## config.mk

```make
export PLATFORM = sky130hd
export DESIGN_NAME = jtcastle_romarb
export DESIGN_NICKNAME = d
export VERILOG_FILES = /design/src/rtl/jtcastle_romarb_cache.sv /design/src/rtl/jtcastle_romarb.sv
export SDC_FILE = /design/constraint.sdc
export NUM_CORES = 1
export LEC_CHECK = 0
export CORE_MARGIN = 2
export CORE_UTILIZATION = 50
export DETAILED_ROUTE_END_ITERATION = 8
export GPL_TIMING_DRIVEN = 0
export PLACE_DENSITY_LB_ADDON = 0.25
export SLEW_MARGIN = 25
export SYNTH_ARGS = -nofsm -noshare
export SYNTH_HDL_FRONTEND = slang
export SYNTH_HIERARCHICAL = 1
export SYNTH_SLANG_ARGS = --single-unit
```

## constraint.sdc

```tcl
create_clock -name clk -period 2.6 [get_ports clk]
set_input_delay 0.26 -clock clk [delete_from_list [all_inputs] [get_ports clk]]
set_output_delay 0.26 -clock clk [all_outputs]
set_load 0.01 [all_outputs]
```

## src/rtl/jtcastle_romarb_cache.sv

```systemverilog
`default_nettype none
// ============================================================================
// jtcastle_romarb_cache : one-word read cache with hit compare and byte mux
// Revision 1.0
// ============================================================================
module jtcastle_romarb_cache #(
   parameter int AW = 18
)(
   input  logic          rst,
   input  logic          clk,
   input  logic          cs,
   input  logic [AW-1:0] addr,
   output logic [7:0]    data,
   output logic          ok,
   output logic          miss,
   input  logic          fill,
   input  logic [AW-2:0] fill_tag,
   input  logic [15:0]   fill_word
);

   logic [AW-2:0] tag_q,   tag_d;
   logic [15:0]   word_q,  word_d;
   logic          valid_q, valid_d;
   logic          hit;

   always_ff @(posedge clk or posedge rst) begin
      if (rst) begin
         tag_q   <= '0;
         word_q  <= '0;
         valid_q <= 1'b0;
      end else begin
         tag_q   <= tag_d;
         word_q  <= word_d;
         valid_q <= valid_d;
      end
   end

   always_comb begin
      tag_d   = tag_q;
      word_d  = word_q;
      valid_d = valid_q;
      if (fill) begin
         tag_d   = fill_tag;
         word_d  = fill_word;
         valid_d = 1'b1;
      end
   end

   // Outputs depend only on registered state, so a hit answers with zero latency
   assign hit  = valid_q && (addr[AW-1:1] == tag_q);
   assign ok   = cs && hit;
   assign miss = cs && !hit;
   assign data = addr[0] ? word_q[15:8] : word_q[7:0];

endmodule
`default_nettype wire

```

## src/rtl/jtcastle_romarb.sv

```systemverilog
`default_nettype none
// ============================================================================
// jtcastle_romarb : round-robin SDRAM slot sharing for main and sound CPU ROMs
// Revision 1.0
// ============================================================================
module jtcastle_romarb #(
   parameter int                MAIN_AW    = 18,
   parameter int                SND_AW     = 15,
   parameter int                MEM_AW     = 19,
   parameter logic [MEM_AW-1:0] SND_OFFSET = 'h20000
)(
   input  logic               rst,
   input  logic               clk,
   input  logic               main_cs,
   input  logic [MAIN_AW-1:0] main_addr,
   output logic [7:0]         main_data,
   output logic               main_ok,
   input  logic               snd_cs,
   input  logic [SND_AW-1:0]  snd_addr,
   output logic [7:0]         snd_data,
   output logic               snd_ok,
   output logic               mem_cs,
   output logic [MEM_AW-1:0]  mem_addr,
   input  logic               mem_ok,
   input  logic [15:0]        mem_data
);

   localparam int TW = (MAIN_AW > SND_AW) ? MAIN_AW-1 : SND_AW-1;

   typedef enum logic [1:0] {
      ST_IDLE      = 2'd0,
      ST_BUSY_MAIN = 2'd1,
      ST_BUSY_SND  = 2'd2
   } state_t;

   state_t            state_q,    state_d;
   logic              last_q,     last_d;
   logic              mem_cs_q,   mem_cs_d;
   logic [MEM_AW-1:0] mem_addr_q, mem_addr_d;
   logic [TW-1:0]     tag_q,      tag_d;
   logic              main_miss, snd_miss, main_fill, snd_fill;

   jtcastle_romarb_cache #(.AW(MAIN_AW)) u_main_cache (
      .rst       (rst),
      .clk       (clk),
      .cs        (main_cs),
      .addr      (main_addr),
      .data      (main_data),
      .ok        (main_ok),
      .miss      (main_miss),
      .fill      (main_fill),
      .fill_tag  (tag_q[MAIN_AW-2:0]),
      .fill_word (mem_data)
   );

   jtcastle_romarb_cache #(.AW(SND_AW)) u_snd_cache (
      .rst       (rst),
      .clk       (clk),
      .cs        (snd_cs),
      .addr      (snd_addr),
      .data      (snd_data),
      .ok        (snd_ok),
      .miss      (snd_miss),
      .fill      (snd_fill),
      .fill_tag  (tag_q[SND_AW-2:0]),
      .fill_word (mem_data)
   );

   always_ff @(posedge clk or posedge rst) begin
      if (rst) begin
         state_q    <= ST_IDLE;
         last_q     <= 1'b0;
         mem_cs_q   <= 1'b0;
         mem_addr_q <= '0;
         tag_q      <= '0;
      end else begin
         state_q    <= state_d;
         last_q     <= last_d;
         mem_cs_q   <= mem_cs_d;
         mem_addr_q <= mem_addr_d;
         tag_q      <= tag_d;
      end
   end

   always_comb begin
      state_d    = state_q;
      last_d     = last_q;
      mem_cs_d   = mem_cs_q;
      mem_addr_d = mem_addr_q;
      tag_d      = tag_q;
      main_fill  = 1'b0;
      snd_fill   = 1'b0;
      case (state_q)
         ST_IDLE: begin
            // last_q=1 means sound was served last, so main wins a tie
            if (main_miss && (!snd_miss || last_q)) begin
               mem_addr_d = MEM_AW'(main_addr[MAIN_AW-1:1]);
               tag_d      = TW'(main_addr[MAIN_AW-1:1]);
               mem_cs_d   = 1'b1;
               state_d    = ST_BUSY_MAIN;
            end else if (snd_miss) begin
               mem_addr_d = SND_OFFSET + MEM_AW'(snd_addr[SND_AW-1:1]);
               tag_d      = TW'(snd_addr[SND_AW-1:1]);
               mem_cs_d   = 1'b1;
               state_d    = ST_BUSY_SND;
            end
         end
         ST_BUSY_MAIN: begin
            if (mem_ok) begin
               main_fill = 1'b1;
               last_d    = 1'b0;
               mem_cs_d  = 1'b0;
               state_d   = ST_IDLE;
            end
         end
         ST_BUSY_SND: begin
            if (mem_ok) begin
               snd_fill = 1'b1;
               last_d   = 1'b1;
               mem_cs_d = 1'b0;
               state_d  = ST_IDLE;
            end
         end
         default: begin
            mem_cs_d = 1'b0;
            state_d  = ST_IDLE;
         end
      endcase
   end

   assign mem_cs   = mem_cs_q;
   assign mem_addr = mem_addr_q;

endmodule
`default_nettype wire

```

* Word-level counts from Yosys, hierarchy flattened
Index checks and enable logic that the tools add are counted.
** Word-level totals
- Register bits :: 105
- Input port bits :: 54
- Output and inout port bits :: 38
** Cells by class
- Add/subtract/negate cells :: 1
- Equal/unequal tests :: 8
- Multiplexer cells :: 19
- Reductions and logical operators :: 18
** Operators by type and width (number)
- 19-bit 2-to-1 mux :: 2
- 17-bit 2-to-1 mux :: 2
- 18-bit by 14-bit adder with 19-bit output (first input constant) :: 1
- 17-bit equality test :: 1
- 8-bit 2-to-1 mux :: 2
- 14-bit equality test :: 1
- 1-bit logical AND :: 7
- 1-bit 2-to-1 mux :: 7
- 2-bit 2-to-1 mux :: 3
- 2-bit != test (second input constant) :: 2
- 1-bit case mux with 2 select lines :: 2
- 2-bit case mux with 2 select lines :: 1
- 2-bit AND reduction :: 2
- 2-bit nonzero test :: 2
- 1-bit zero test :: 3
- 3-bit != test (second input constant) :: 1
- 3-bit AND reduction :: 1
- 2-bit by 1-bit equality test with 1-bit output (second input constant) :: 1
- 2-bit equality test (second input constant) :: 1
- 2-bit zero test :: 1
- 2-bit by 1-bit != test with 1-bit output (second input constant) :: 1
- 2-bit OR reduction :: 1
- 1-bit logical OR :: 1

* Longest topological paths before layout
Gate-level depths: netlist (run 1).
- Depth in word-level cells :: 9
- Gate-level depth with buffers :: 10
- Gate-level depth less buffers :: 7

* By module
The synthesis (run 1) kept the hierarchy.
** Modules (own cells, without submodules)
- jtcastle_romarb_cache (u_main_cache) :: instances 1, cells each 108, area an instance 1547.7 sq um, sequential area each 850.8 sq um
- jtcastle_romarb_cache (u_snd_cache) :: instances 1, cells each 96, area an instance 1405.1 sq um, sequential area each 775.7 sq um
- jtcastle_romarb :: instances 1, cells each 120, area an instance 1127.3 sq um, sequential area each 550.5 sq um

* Least setup slack after synthesis (run 1)
OpenSTA, ideal clock, no wires.
- Path type :: register to register
- From :: reg u_main_cache.tag_q[12]
- To :: reg, netlist name tag_q[5]
- Data arrival time :: 1748 ps
- Data required time :: 2470 ps
- Slack :: 722 ps
- Cell stages (with the launch flop) :: 11
- Path buffers :: 3
- Clock period less this slack :: 1878 ps
- Cell sequence :: dfrtp_1 -> xor2_1 -> nor4_1 -> nand3_1 -> o21a_1 -> buf_6 -> o21a_1 -> buf_6 -> buf_12 -> nor2_1 -> a31oi_1
** RTL lines
- start: declaration :: line jtcastle_romarb_cache.sv:21 : logic [AW-2:0] tag_q, tag_d;
- start signal: assignment :: line jtcastle_romarb_cache.sv:32 : tag_q <= tag_d;

* Worst setup path after layout (run 1)
- From :: reg u_snd_cache.tag_q[0]
- To :: out snd_ok
** Between the ends
- Cells in the longest elaborated chain, start to end :: 3
** Ends and longest elaborated chain
- start: declaration :: line jtcastle_romarb_cache.sv:21
- start signal: assignment :: line jtcastle_romarb_cache.sv:32
- 14-bit equality test :: line jtcastle_romarb_cache.sv:50 : assign hit = valid_q && (addr[AW-1:1] == tag_q);
- 1-bit logical AND :: line jtcastle_romarb_cache.sv:50
- 1-bit logical AND :: line jtcastle_romarb_cache.sv:51 : assign ok = cs && hit;
- end: declaration :: line jtcastle_romarb.sv:21 : output logic snd_ok,
No other way between the ends.

==> results of run 1 <==
## report_power, final
group,internal (W),switching [W],leakage (nW)
clock,0.000449,0.000495,0.0927
combinational,0.00151,0.00106,1.04
sequential,0.00203,0.000462,1.02
total,0.00399,0.00202,2.15
## cells by family (layout without fill, tap and decap cells)
group,Yosys count,after routing,synth area share [%]
compound gates,42,42,6.44
xor+xnor,31,31,6.65
fa+ha+maj,3,3,0.920
buf+inv,27,131,3.96
flops,87,87,53.4
mux,79,79,21.8
other cells,1,1,0.0919
simple gates,54,54,6.78
## layout make-up
cell class | count | share of cell area (%)
sequential | 87 | 41.1
multi-input combinational | 210 | 33.1
timing repair buffer | 88 | 16.6
buffer | 19 | 2.48
clock buffer | 10 | 2.41
tap | 102 | 2.41
clock inverter | 6 | 1.35
inverter | 8 | 0.567
## synthesized netlist by cell type
library cell  count
nand4_1           3
a31oi_1          14
buf_2            11
nor4_2            1
o21ai_0           7
or2_2             2
mux2_2           79
ha_1              3
a21o_1            1
a21oi_1           3
o21a_1            2
xnor2_1          15
nand3_1          18
inv_2             1
nor3_1            1
inv_1             7
conb_1            1
nand2b_1          1
nor2_1           17
xor2_1           16
o32ai_1           1
a32o_1            3
buf_6             3
nand2_1           2
clkbuf_1          2
buf_4             2
nor2b_1           2
buf_12            1
and2_1            2
a22o_1            1
o22ai_1           1
and2b_4           1
dfrtp_1          87
o21ai_1           8
o22a_1            1
nor4_1            4
## repair_timing
action | in CTS | in global routing
setup endpoints to repair | 0 | 1
endpoints found under the hold margin | 0 | 0
gates resized for setup | 0 | 2
## state kept, by name (all words and copies together), names as in the netlist
name	count
state_q	2
last_q	1
u_snd_cache/tag_q	14
u_main_cache/word_q	16
u_main_cache/valid_q	1
u_snd_cache/valid_q	1
mem_addr	2
mem_cs	1
u_snd_cache/word_q	16
tag_q	16
u_main_cache/tag_q	17
## path summary, 6_finish.rpt
check | from | endpoint | cells past startpoint
max in group asynchronous | rst | u_main_cache/word_q[14] | 2
setup reg to reg | u_snd_cache/tag_q[0] | tag_q[9] | 8
min in group clk | mem_cs | mem_cs | 1
setup / recovery | u_snd_cache/tag_q[0] | snd_ok | 5
hold reg to reg | mem_cs | mem_cs | 1
hold / removal | rst | tag_q[2] | 2
## metrics by stage
step	setup TNS, ns	cell area (µm²)
6_report	0	5300
3_5_place_dp	-0.118	5090
5_1_grt	0	5300
3_3_place_gp	-0.124	5090
2_1_floorplan	0	4080
4_1_cts	0	5290
## metal layers
metal,up-vias,share of wire (%)
met5,-,0
met4,0,1.4
met3,10,4.4
met2,84,49
met1,1492,46
li1,1352,-
==> summary.txt, run 1 <==
Register bit count reported by yosys -> 87
Hold/Removal Path Class -> in -> async
Synth top area share -> 53.4%
Outcome -> complete, no violations
RSZ-0062 raised after global routing -> false
Root Buffer -> clkbuf_8
Rel. slew slack -> 41.5%
Largest net degree at the start of global routing -> 35
Clock latency on the worst-skew pair -> 0.36 ns
CTS clk-pin slew, worst paths -> 0.10 ns
Yosys warnings -> 6
Global-route met2 utilization -> 39.0%
Buffers and inverters on the worst path -> 1
Syn-to-layout area delta -> 29.9%
Multi-input logic area -> 1750 µm²
Post-CTS Setup Repair Bufs -> 0
Period utilization -> 99.3%
CP max stage cell -> clkdlybuf4s50_1
Layout Nets -> 480
Max-cap violation count -> 0
Most frequent cells in the layout -> clkdlybuf4s50_1 (88), dfrtp_1 (87), mux2_2 (79)
Top cells by area, synth -> dfrtp_1 (53%), mux2_2 (22%), xor2_1 (3.4%)
Die Width -> 94.3 µm
Arr. time, crit path -> 2.32 ns
Layout cells sized above 1 -> 28.0%
DIE AREA -> 8900 µm²
Placement Setup Slack -> -0.0391 ns
Most common cell after layout, fill and taps aside -> clkdlybuf4s50_1
# IOs -> 92
CP Max Fanout -> 2
Fmax -> 387 MHz
Startpoint Class -> register
Diodes inserted -> 0
Fillers -> 622
Core footprint -> 7810 µm²
Initial antenna violation count -> 0
Sequential element share of the synthesized area -> 53.4%
Clock skew -> 0.0156 ns
Core Rows -> 32
Total Power -> 0.00600 W
Avg Cell Area, Syn -> 12.6 µm²
Met1 usage -> 33.1%
First DRT Iteration DRCs -> 141
M3 GR Usage -> 3.43%
Post-Syn Nets -> 381
Post-DRT Antenna Nets -> 0
Die height -> 94.3 µm
Via count -> 2938
Register-to-Register Setup Slack -> 0.23 ns
I/O Buffers -> 88
GRT Residual Overflow -> 0
Drt wl/cell -> 19.1 µm
CTS tree -> yes
Setup WS post-layout -> 0.0172 ns
GRT busiest layer -> met2
Crit path cell chain -> xnor2_1, nand4_1, nor4_2, and2_1, clkdlybuf4s50_1
Pwr dens -> 1130 nW/µm²
Crit. End Element -> output pin
First-pass DRT Iterations -> 4
Post-Synthesis Cell Area -> 4080 µm²
Initial Util -> 52.3%
Leak -> 2.15 nW
Via-per-instance ratio -> 5.54
Worst ir drop on vdd -> 603 µV
Non-filler cells, final -> 530
Hold Vio Cnt, Final -> 0
Slew @ Worst Pin -> 0.872 ns
CP peak stage delay -> 0.53 ns
Critical path required time -> 2.34 ns
DRT Wirelength -> 10100 µm
Hpwl dp -> 7170 µm
# clock sinks -> 87
Mapped Cells -> 324
DRC Markers -> 0
Clock tree buffer depth -> 2
DP Cell Count -> 514
Post-synth cell types -> 36
Setup CP Type -> reg -> out
Gr usage total -> 23.8%
Fin. max-slew vios -> 0
Num CTS Buffers -> 9
CTS H-tree lvls -> 3
Final setup vio count -> 0
Gpl congestion -> 0.819
Seq. cell area -> 2180 µm²
Hold Slack -> 0.373 ns
Hold-fix buffers, CTS -> 0
First-pass GRT wire length -> 15900 µm
Final Util -> 67.9%
Min Clock Period, post-route -> 2.58 ns
Crit-path leading delay family -> simple AND/OR/NAND/NOR gates
Yosys top cell by area -> dfrtp_1
Number of global-route vias before repair -> 3001
Power figures use the tool's default switching activity.
==> run 2: changes to the inputs <==
Settings changed: CORE_UTILIZATION 50 to 63, DONT_BUFFER_PORTS set to 1.
==> summary.txt, run 2 (synthesized netlist as in run 1, its figures left out) <==
Outcome -> complete, no violations
Initial antenna violation count -> 0
Clock tree buffer depth -> 2
Worst ir drop on vdd -> 701 µV
Clock skew -> 0.0133 ns
# clock sinks -> 87
# IOs -> 92
Period utilization -> 92.5%
Startpoint Class -> register
CP peak stage delay -> 0.49 ns
Largest Register -> u_main_cache/tag_q
RSZ-0062 raised after global routing -> false
I/O Buffers -> 0
Via count -> 2574
Num CTS Buffers -> 9
Crit. End Element -> register
Initial Util -> 64.6%
DP Cell Count -> 401
Max-cap violation count -> 0
Setup TNS -> 0 ns
Fmax -> 416 MHz
Fin. max-slew vios -> 0
DIE AREA -> 7140 µm²
Total Power -> 0.00531 W
Leak -> 1.82 nW
Largest net degree at the start of global routing -> 35
Setup WS post-layout -> 0.195 ns
Number of global-route vias before repair -> 2716
CP Max Fanout -> 10
Die height -> 84.5 µm
Core Rows -> 29
CP max stage cell -> nor4_1
Min Clock Period, post-route -> 2.40 ns
Gr usage total -> 26.4%
First DRT Iteration DRCs -> 147
Drt wl/cell -> 21.6 µm
Post-cts sizing count -> 0
First-pass DRT Iterations -> 4
Arr. time, crit path -> 2.68 ns
Gpl congestion -> 0.831
CTS tree -> yes
Clock latency on the worst-skew pair -> 0.36 ns
Diodes inserted -> 0
Crit path cell chain -> xor2_1, nor4_1, nand3_1, o21a_1, buf_6, inv_2, buf_2, o21ai_1, a31oi_1
Most frequent cells in the layout -> dfrtp_1 (87), mux2_2 (79), nand3_1 (18)
Hold Vio Cnt, Final -> 0
Syn-to-layout area delta -> 7.21%
DRC Markers -> 0
Die Width -> 84.5 µm
CTS H-tree lvls -> 3
Root Buffer -> clkbuf_8
CTS clk-pin slew, worst paths -> 0.09 ns
Hpwl dp -> 6340 µm
Most common cell after layout, fill and taps aside -> dfrtp_1
Layout cells sized above 1 -> 34.3%
Hold-fix buffers, CTS -> 1
DRT Wirelength -> 9020 µm
Max reg flops -> 17
Core footprint -> 6310 µm²
Layout Nets -> 393
First-pass GRT wire length -> 14200 µm
Setup CP Type -> reg -> reg
Non-filler cells, final -> 418
GRT Residual Overflow -> 0
Hold/Removal Path Class -> in -> async
Post-CTS Setup Repair Bufs -> 0
Pwr dens -> 1210 nW/µm²
Placement Setup Slack -> 0.259 ns
Final setup vio count -> 0
Slew @ Worst Pin -> 0.976 ns
Via-per-instance ratio -> 6.16
Post-DRT Antenna Nets -> 0
R2R depth -> 9
Critical path required time -> 2.88 ns
Rel. slew slack -> 34.8%
run 2: cell count changes in the layout (fill, tap and decap cells not counted):
cell	previous run	this run
clkbuf_1	3	4
clkdlybuf4s50_1	88	0
clkinv_1	1	0
clkinv_2	0	2
clkinv_4	3	0
clkinvlp_4	2	1
dlygate4sd3_1	0	1
inv_1	4	5
inv_6	0	1
nor4_1	2	4
nor4_2	3	1
run 2: final timing paths:
path	slack, ns	start	endpoint
hold / removal	0.006	rst	mem_addr[17]
max in group asynchronous	1.56	rst	u_main_cache/tag_q[13]
hold reg to reg	0.50	u_main_cache/valid_q	u_main_cache/valid_q
setup reg to reg	0.20	u_main_cache/tag_q[3]	tag_q[6]
setup / recovery	0.20	u_main_cache/tag_q[3]	tag_q[6]
min in group clk	0.04	mem_data[3]	u_snd_cache/word_q[3]
run 2: area by class of cell:
class | count | area (µm²)
timing repair buffer | 1 | 10.0
sequential | 87 | 2180
inverter | 8 | 30.0
fill | 479 | 1940
multi-input combinational | 210 | 1740
buffer | 19 | 131
clock buffer | 11 | 131
clock inverter | 5 | 56.3
tap | 77 | 96.3
run 2: metal layers:
metal	wire length, µm	global-route usage, %
met1	3970	36.9
met5	0	0
met2	4050	38.7
met4	236	12.1
met3	764	7.47
run 2: report_power, final:
group	internal (W)	switching [W]
clock network	0.000445	0.000475
registers	0.00203	0.000538
logic	0.000985	0.000838
total	0.00346	0.00185
run 2: worst max-delay path, delay by kind of cell, from the launching register on:
family                 cells  cell delay [ns]
AO/OA/AOI/OAI              3             0.52
XOR/XNOR                   1             0.18
buffers and inverters      3             0.52
flip-flops                 1             0.40
AND/OR/NAND/NOR            2             0.69
run 2: metrics by stage:
stage | util, % | hold WS, ns | instance area (µm²)
global placement | 66.2 | 0.387 | 4180
finish | 69.3 | 0.00604 | 4370
floorplan | - | 0.249 | 4080
global route | 69.3 | 0.0316 | 4370
CTS | 69.3 | 0.0223 | 4370
detailed placement | 66.2 | 0.295 | 4180
==> run 3: changes to the inputs <==
Settings changed: CAP_MARGIN set to 20, CORE_UTILIZATION 63 to 66, CTS_BUF_LIST set to sky130_fd_sc_hd__clkbuf_4.
==> summary.txt, run 3 (synthesized netlist as in run 1, its figures left out) <==
Clock skew -> 0.0199 ns
Setup TNS -> 0 ns
Largest net degree at the start of global routing -> 32
Num CTS Buffers -> 9
Die height -> 82.6 µm
Number of global-route vias before repair -> 3046
Arr. time, crit path -> 2.75 ns
Clock tree buffer depth -> 2
Pwr dens -> 1100 nW/µm²
Period utilization -> 91.7%
Leak -> 1.99 nW
CTS H-tree lvls -> 3
Fmax -> 420 MHz
Setup CP Type -> reg -> reg
Gpl congestion -> 0.797
Hpwl dp -> 6680 µm
First-pass DRT Iterations -> 4
Critical path required time -> 2.97 ns
Placement Setup Slack -> 0.313 ns
DRT Wirelength -> 10200 µm
Final setup vio count -> 0
Hold/Removal Path Class -> in -> reg
Layout cells sized above 1 -> 30.6%
Hold Vio Cnt, Final -> 0
Root Buffer -> clkbuf_4
First-pass GRT wire length -> 15300 µm
Initial antenna violation count -> 0
Core Rows -> 28
DIE AREA -> 6830 µm²
GRT Residual Overflow -> 0
Crit. End Element -> register
Layout Nets -> 439
Min Clock Period, post-route -> 2.38 ns
Fillers -> 364
Clock latency on the worst-skew pair -> 0.44 ns
Drt wl/cell -> 22.1 µm
Outcome -> complete, no violations
Via-per-instance ratio -> 6.12
# clock sinks -> 87
Setup WS post-layout -> 0.217 ns
Gr usage total -> 31.3%
Initial Util -> 68.5%
Total Power -> 0.00525 W
Largest Register -> u_main_cache/tag_q
CP Max Fanout -> 10
RSZ-0062 raised after global routing -> false
Syn-to-layout area delta -> 17.3%
Seq. cell area -> 2180 µm²
Core footprint -> 5960 µm²
Post-DRT Antenna Nets -> 0
# IOs -> 92
DRC Markers -> 0
Most frequent cells in the layout -> dfrtp_1 (87), mux2_2 (79), dlygate4sd3_1 (46)
Rel. slew slack -> 39.9%
Worst ir drop on vdd -> 690 µV
Die Width -> 82.6 µm
Max reg flops -> 17
Diodes inserted -> 0
Fin. max-slew vios -> 0
Multi-input logic area -> 1740 µm²
I/O Buffers -> 0
Post-cts sizing count -> 0
Post-CTS Setup Repair Bufs -> 0
Slew @ Worst Pin -> 0.896 ns
CTS tree -> yes
CTS clk-pin slew, worst paths -> 0.14 ns
Startpoint Class -> register
Via count -> 2823
First DRT Iteration DRCs -> 169
Most common cell after layout, fill and taps aside -> dfrtp_1
Max-cap violation count -> 0
## run 3: cell types whose count changed in the layout (fill, tap and decap cells not counted), sizes merged
cell / before / now
clkinvlp: 1 / 0
dlygate4sd3: 1 / 46
inv: 9 / 7
clkinv: 2 / 4
buf: 17 / 18
## run 3: worst paths after layout
kind	start	endpoint	slack, ns	cells after the start
hold / removal	snd_addr[2]	tag_q[1]	0.02	2
setup / recovery	u_main_cache/tag_q[3]	tag_q[8]	0.22	9
max in group asynchronous	rst	u_snd_cache/tag_q[9]	1.69	2
min in group asynchronous	rst	u_main_cache/word_q[1]	0.24	2
hold reg to reg	u_main_cache/valid_q	u_main_cache/valid_q	0.50	1
setup reg to reg	u_main_cache/tag_q[3]	tag_q[8]	0.22	9
## run 3: repair_timing
action                                 4_1_cts  5_1_grt
endpoints found under the hold margin      136        0
setup endpoints to repair                    0        0
hold buffers                                46        0
## run 3: critical path, cell delays in order, from the launching register on
cell     delay [ns]
dfrtp_1        0.43
xor2_1         0.19
nor4_1         0.47
nand3_1        0.16
o21a_1         0.21
buf_6          0.14
inv_2          0.14
buf_2          0.27
o21ai_1        0.10
a31oi_1        0.21
## run 3: report_power, final
group	internal [W]	switching (W)	total (W)
combinational	0.00103	0.000867	0.00190
sequential	0.00202	0.000565	0.00259
clock	0.000308	0.000460	0.000768
total	0.00336	0.00189	0.00525
## run 3: area by class of cell
cell class | instances | share of cell area (%)
multi-input cells | 210 | 36.4
clock buffers | 11 | 1.73
inverters | 8 | 0.628
clock inverters | 4 | 0.994
plain buffers | 19 | 2.75
flip-flops and latches | 87 | 45.5
repair buffers | 47 | 10.0
well taps | 75 | 1.96
## run 3: metal layers
layer	vias up	global-route usage, %	share of wire (%)	wire, µm
met3	20	9.78	8.7	881
met2	135	50.5	48	4920
li1	1256	-	-	-
met4	0	12.5	2.1	214
met1	1412	39.6	41	4170
met5	-	0	0	0
## run 3: stage by stage
step / cell area [µm²] / cells / hold WS [ns] / utilization (%)
2_1_floorplan: 4080 / 324 / 0.249 / -
3_3_place_gp: 4170 / 399 / 0.391 / 70.1
5_1_grt: 4780 / 461 / 0.0193 / 80.3
4_1_cts: 4780 / 461 / 0.0111 / 80.3
3_5_place_dp: 4190 / 400 / 0.0800 / 70.4
6_report: 4780 / 461 / 0.0192 / 80.3
